**config.mk**
```make
export PLATFORM = sky130hd
export DESIGN_NAME = uart_rx_flat
export DESIGN_NICKNAME = d
export VERILOG_FILES = /design/src/rtl/uart_rx_if.sv /design/src/rtl/uart_rx.sv /design/src/flat_wrapper.sv
export SDC_FILE = /design/constraint.sdc
export NUM_CORES = 1
export LEC_CHECK = 0
export CAP_MARGIN = 10
export CORE_AREA = 2 2 63 65
export CTS_CLUSTER_SIZE = 28
export DETAILED_ROUTE_END_ITERATION = 8
export DIE_AREA = 0 0 65 67
export PLACE_DENSITY = 0.76
export SYNTH_ARGS = -nofsm -noshare
export SYNTH_HDL_FRONTEND = slang
export SYNTH_SLANG_ARGS = --single-unit
```
**constraint.sdc**
```tcl
create_clock -name clk -period 2.09 [get_ports clk]
set_input_delay 0.418 -clock clk [delete_from_list [all_inputs] [get_ports clk]]
set_output_delay 0.418 -clock clk [all_outputs]
set_load 0.1 [all_outputs]
```
**src/rtl/uart_rx_if.sv**
```systemverilog
// Receive-side output channel of the UART receiver: framed byte, its strobes, and frame status.
interface uart_rx_if;
    logic [7:0] data_out;
    logic       data_valid;
    logic       framing_error;
    logic       busy;

    // Receiver drives the channel.
    modport master (
        output data_out,
        output data_valid,
        output framing_error,
        output busy
    );

    // Consumer samples the channel.
    modport slave (
        input data_out,
        input data_valid,
        input framing_error,
        input busy
    );
endinterface

```
**src/rtl/uart_rx.sv**
```systemverilog
// 8N1 UART receiver with internal oversample tick generator, 2-flop input synchronizer,
// edge-triggered start detection, mid-bit sampling and stop-bit framing check.
module uart_rx #(
    parameter int unsigned CLK_FREQ   = 50_000_000,
    parameter int unsigned BAUD       = 9600,
    parameter int unsigned OVERSAMPLE = 16
) (
    input  logic      clk,
    input  logic      reset_n,
    input  logic      serial_rx,
    uart_rx_if.master rx_bus
);

    localparam int unsigned DIV   = CLK_FREQ / (BAUD * OVERSAMPLE);
    localparam int unsigned DIV_W = (DIV > 1) ? $clog2(DIV) : 1;
    localparam int unsigned SMP_W = $clog2(OVERSAMPLE);

    localparam logic [DIV_W-1:0] DIV_LAST  = DIV_W'(DIV - 1);
    localparam logic [SMP_W-1:0] SMP_HALF  = SMP_W'(OVERSAMPLE / 2 - 1);
    localparam logic [SMP_W-1:0] SMP_LAST  = SMP_W'(OVERSAMPLE - 1);

    localparam logic [1:0] IDLE  = 2'd0;
    localparam logic [1:0] START = 2'd1;
    localparam logic [1:0] DATA  = 2'd2;
    localparam logic [1:0] STOP  = 2'd3;

    logic             rx_meta;
    logic             rx_s;
    logic             rx_prev;
    logic             fall;
    logic [DIV_W-1:0] div_cnt;
    logic             tick;
    logic [1:0]       state;
    logic [SMP_W-1:0] sample_cnt;
    logic [2:0]       bit_idx;
    logic [7:0]       shift;
    logic [7:0]       data_q;
    logic             valid_q;
    logic             ferr_q;

    // Two-flop synchronizer plus one history flop for falling-edge detection; idle-high reset.
    always_ff @(posedge clk or negedge reset_n) begin
        if (!reset_n) begin
            rx_meta <= 1'b1;
            rx_s    <= 1'b1;
            rx_prev <= 1'b1;
        end else begin
            rx_meta <= serial_rx;
            rx_s    <= rx_meta;
            rx_prev <= rx_s;
        end
    end

    assign fall = rx_prev & ~rx_s;
    assign tick = (div_cnt == DIV_LAST);

    // Oversample tick divider; restarted on the start edge so ticks are phase-aligned to the frame.
    always_ff @(posedge clk or negedge reset_n) begin
        if (!reset_n) begin
            div_cnt <= '0;
        end else if ((state == IDLE) && fall) begin
            div_cnt <= '0;
        end else if (tick) begin
            div_cnt <= '0;
        end else begin
            div_cnt <= div_cnt + DIV_W'(1);
        end
    end

    // Frame FSM: validate start at mid bit, sample data/stop at bit centres, emit one-cycle strobes.
    always_ff @(posedge clk or negedge reset_n) begin
        if (!reset_n) begin
            state      <= IDLE;
            sample_cnt <= '0;
            bit_idx    <= '0;
            shift      <= '0;
            data_q     <= '0;
            valid_q    <= 1'b0;
            ferr_q     <= 1'b0;
        end else begin
            valid_q <= 1'b0;
            ferr_q  <= 1'b0;
            case (state)
                IDLE: begin
                    if (fall) begin
                        state      <= START;
                        sample_cnt <= '0;
                    end
                end
                START: begin
                    if (tick) begin
                        if (sample_cnt == SMP_HALF) begin
                            sample_cnt <= '0;
                            bit_idx    <= '0;
                            state      <= rx_s ? IDLE : DATA;
                        end else begin
                            sample_cnt <= sample_cnt + SMP_W'(1);
                        end
                    end
                end
                DATA: begin
                    if (tick) begin
                        if (sample_cnt == SMP_LAST) begin
                            sample_cnt <= '0;
                            shift      <= {rx_s, shift[7:1]};
                            if (bit_idx == 3'd7) begin
                                state <= STOP;
                            end else begin
                                bit_idx <= bit_idx + 3'd1;
                            end
                        end else begin
                            sample_cnt <= sample_cnt + SMP_W'(1);
                        end
                    end
                end
                STOP: begin
                    if (tick) begin
                        if (sample_cnt == SMP_LAST) begin
                            sample_cnt <= '0;
                            state      <= IDLE;
                            if (rx_s) begin
                                data_q  <= shift;
                                valid_q <= 1'b1;
                            end else begin
                                ferr_q <= 1'b1;
                            end
                        end else begin
                            sample_cnt <= sample_cnt + SMP_W'(1);
                        end
                    end
                end
                default: state <= IDLE;
            endcase
        end
    end

    assign rx_bus.data_out      = data_q;
    assign rx_bus.data_valid    = valid_q;
    assign rx_bus.framing_error = ferr_q;
    assign rx_bus.busy          = (state != IDLE);

endmodule
```
**src/flat_wrapper.sv**
```systemverilog
// flat-port wrapper written by rule: the top's interface ports become plain ports
module uart_rx_flat 
#(
    parameter int unsigned CLK_FREQ   = 50_000_000,
    parameter int unsigned BAUD       = 9600,
    parameter int unsigned OVERSAMPLE = 16
)
  (clk, reset_n, serial_rx, rx_bus_data_out, rx_bus_data_valid, rx_bus_framing_error, rx_bus_busy);
  uart_rx_if rx_bus_i ();
  input  logic clk;
  input  logic reset_n;
  input  logic serial_rx;
  output wire logic [$bits(rx_bus_i.data_out)-1:0] rx_bus_data_out;
  output wire logic [$bits(rx_bus_i.data_valid)-1:0] rx_bus_data_valid;
  output wire logic [$bits(rx_bus_i.framing_error)-1:0] rx_bus_framing_error;
  output wire logic [$bits(rx_bus_i.busy)-1:0] rx_bus_busy;
  assign rx_bus_data_out = rx_bus_i.data_out;
  assign rx_bus_data_valid = rx_bus_i.data_valid;
  assign rx_bus_framing_error = rx_bus_i.framing_error;
  assign rx_bus_busy = rx_bus_i.busy;
  uart_rx #(.CLK_FREQ(CLK_FREQ), .BAUD(BAUD), .OVERSAMPLE(OVERSAMPLE)) u_core (.clk(clk), .reset_n(reset_n), .serial_rx(serial_rx), .rx_bus(rx_bus_i));
endmodule
```
==> flow_metrics.env <==
export IMPL_endpoint_kind="flop"
export IMPL_std_cell_rows=22
export IMPL_hold_violations=0
export IMPL_clkSinkCount=39
export IMPL_routedWlPerCell_um=14.6
export IMPL_critPathKind="reg -> reg"
export IMPL_track_usage_pct=17.1
export IMPL_fin_tns_setup_ps=0
export IMPL_synthCells=140
export IMPL_worstHoldPathType="in -> async"
export IMPL_final_nets=171
export IMPL_ys_seq_area_share_pct=56.3
export IMPL_drv_slew=0
export IMPL_avgSynthCellArea_um2=12.4
export IMPL_io_buffers=13
export IMPL_htreeDepth=2
export IMPL_power_share_clock_pct=31.9
export IMPL_dr_first_iter_drc_count=103
export IMPL_run_status="finished clean"
export IMPL_switchingPower_w=0.000441
export IMPL_final_cell_mix="dfrtp_1 (36), buf_4 (17), mux2_2 (16)"
export IMPL_antenna_left=0
export IMPL_dp_hpwl_um=2190
export IMPL_final_common_cell="dfrtp_1"
export IMPL_final_cell_count_no_fill=212
export IMPL_vdd_drop_max_uv=411
export IMPL_rsz0062_at_grt="no"
export IMPL_grt_max_degree=23
export IMPL_place_inst=204
export IMPL_die_y_um=67
export IMPL_internal_power_w=0.00117
export IMPL_period_needed_ps=1990
export IMPL_maxCapViolations=0
export IMPL_post_cts_buffers=0
export IMPL_critPathMaxFanout=9
export IMPL_drt_total_wl_um=3090
export IMPL_clk_path_buf_depth=2
export IMPL_yosys_warnings=0
export IMPL_num_antenna_cells=0
export IMPL_fmax_ghz=0.504
export IMPL_path_clk_slew_ps=70
export IMPL_ios=14
export IMPL_antenna_found_initial=0
export IMPL_pre_cts_ws_ps=127
export IMPL_finClkSkew_ps=6.92
export IMPL_powerDensity_nw_per_um2=788
export IMPL_cts_root_buffer="clkbuf_8"
export IMPL_crit_chain="inv_1 -> ha_1 -> and4b_1 -> nand2_4 -> nor4_4 -> buf_4 -> mux2_2"
export IMPL_crit_required_ps=2260
export IMPL_coreArea_um2=3610
export IMPL_worst_slack_ps=104
export IMPL_finalCritPeriodShare_pct=95.0
export IMPL_cts_tree="built"
export IMPL_grt_pass1_wl_um=5510
export IMPL_cp_slowest_stage_delay_ps=430
export IMPL_drc=0
export IMPL_slew_headroom_pct=68.6
export IMPL_ys_types=32
export IMPL_p_seq_share_pct=56.0
export IMPL_cts_resized=0
export IMPL_clk_latency_ps=290
export IMPL_numCtsBuffers=5
export IMPL_critPathArrivalTime_ps=2160
export IMPL_finalSetupViolations=0
export IMPL_area_growth_syn_to_layout_pct=17.2
export IMPL_worst_setup_path_start_kind="flop"
export IMPL_synth_seq_cells=39
export IMPL_slowest_stage="dfrtp_1"
export IMPL_via_per_inst=5.32
export IMPL_num_vias=1127
export IMPL_p_leak_nw=1.02
export IMPL_initial_core_util_pct=48.3
export IMPL_holdBufCountCts=0
export IMPL_netSwitchingFraction_pct=27.4
export IMPL_syn_cell_area_um2=1740
export IMPL_power_frac_comb_pct=12.1
export IMPL_gp_congestion=0.842
export IMPL_drive_gt1_share_pct=32.9
export IMPL_grt_overflow_total=0
export IMPL_die_area_um2=4360
export IMPL_dr_pass1_iters=4
export IMPL_grt_pass1_vias=1183
export IMPL_tightest_slew_ps=471
export IMPL_die_width_um=65
export IMPL_synth_fp_nets=148
==> through the flow <==
stage / power, W / util, % / cell area, µm² / hold WS (ps)
after detailed placement: 0.00111 / 54.1 / 1950 / 347
after CTS: 0.00163 / 56.6 / 2040 / 96.9
final: 0.00161 / 56.6 / 2040 / 76.5
after global placement: 0.00110 / 54.1 / 1950 / 348
after global routing: 0.00171 / 56.6 / 2040 / 109
after floorplan: 0.00104 / - / 1740 / 122
==> synth_stat cells <==
library cell	instances	area, µm²
a211oi_1	1	7.51
a21oi_1	1	5.00
a221o_1	1	10.0
a22o_1	1	8.76
a31oi_1	3	18.8
a32o_1	2	20.0
and2_1	1	6.26
and3_1	1	6.26
and3_2	3	22.5
and4_2	1	10.0
and4b_1	2	20.0
clkbuf_1	4	15.0
dfrtp_1	36	901
dfstp_2	3	78.8
ha_1	5	62.6
inv_1	6	22.5
mux2_2	16	180
nand2_1	9	33.8
nand2_4	1	11.3
nand3_1	9	45.0
nand4_1	3	18.8
nor2_1	11	41.3
nor3b_1	1	7.51
nor4_4	2	42.5
nor4b_4	1	23.8
nor4bb_1	1	10.0
o2111ai_1	1	8.76
o21ai_0	4	20.0
o31ai_1	1	7.51
or2_2	1	6.26
xnor2_1	1	8.76
xor2_1	7	61.3
==> worst max-delay path, delay by kind of cell, from the launching register on <==
kind | cells | cell delay (ps)
fa+ha+maj | 1 | 130
buf+inv | 2 | 300
flops | 1 | 430
mux | 1 | 360
simple gates | 3 | 640
==> state kept, by name, summed over array words and instances (netlist names), named ones only <==
register,count
u_core.rx_bus.data_valid,1
u_core.rx_prev,1
u_core.rx_s,1
u_core.shift,8
u_core.state,1
u_core.bit_idx,3
u_core.div_cnt,9
u_core.rx_meta,1
u_core.sample_cnt,4
u_core.rx_bus.framing_error,1
u_core.rx_bus.data_out,8
==> cells by family after synthesis <==
kind of cell / count (synthesis) / synth area share [%]
muxes: 16 / 10.3
adders and majority gates: 5 / 3.59
DFF: 39 / 56.3
buffers and inverters: 10 / 2.15
and+or+nand+nor: 47 / 17.5
xor gates and xnor gates: 8 / 4.02
AOI/OAI and AO/OA: 15 / 6.11
==> power groups by stage <==
stage,registers [W],logic [W],clock network (W)
after floorplan,0.000888,0.000149,0
after global placement,0.000909,0.000191,0
after detailed placement,0.000915,0.000196,0
after CTS,0.000900,0.000199,0.000527
after global routing,0.000911,0.000227,0.000570
final,0.000900,0.000195,0.000513
==> path summary, 6_finish.rpt <==
check	start	to	slack, ps	depth (start not counted)
max	u_core.div_cnt[0]$_DFF_PN0_	u_core.rx_bus.data_out[7]$_DFFE_PN0P_	100	7
min	reset_n	u_core.sample_cnt[0]$_DFFE_PN0P_	80	1
max reg2reg	u_core.div_cnt[0]$_DFF_PN0_	u_core.rx_bus.data_out[7]$_DFFE_PN0P_	100	7
min reg2reg	u_core.rx_meta$_DFF_PN1_	u_core.rx_s$_DFF_PN1_	360	0
max in group asynchronous	reset_n	u_core.rx_meta$_DFF_PN1_	1400	2
min in group clk	u_core.rx_meta$_DFF_PN1_	u_core.rx_s$_DFF_PN1_	360	0
==> routing by layer <==
layer,GRT usage (%),routed length (µm)
met5,0,0
met4,7.18,19
met3,4.56,122
met2,28.6,1570
met1,20.9,1380
==> layout make-up <==
class / instances / area [µm²]
multi-input cells: 91 / 724
well taps: 48 / 60.1
repair buffers: 20 / 163
inverters: 6 / 22.5
flip-flops and latches: 39 / 980
clock buffers: 7 / 86.3
fillers: 303 / 1570
clock inverters: 1 / 5.00
Note: power is estimated with default switching activity, not from simulation.
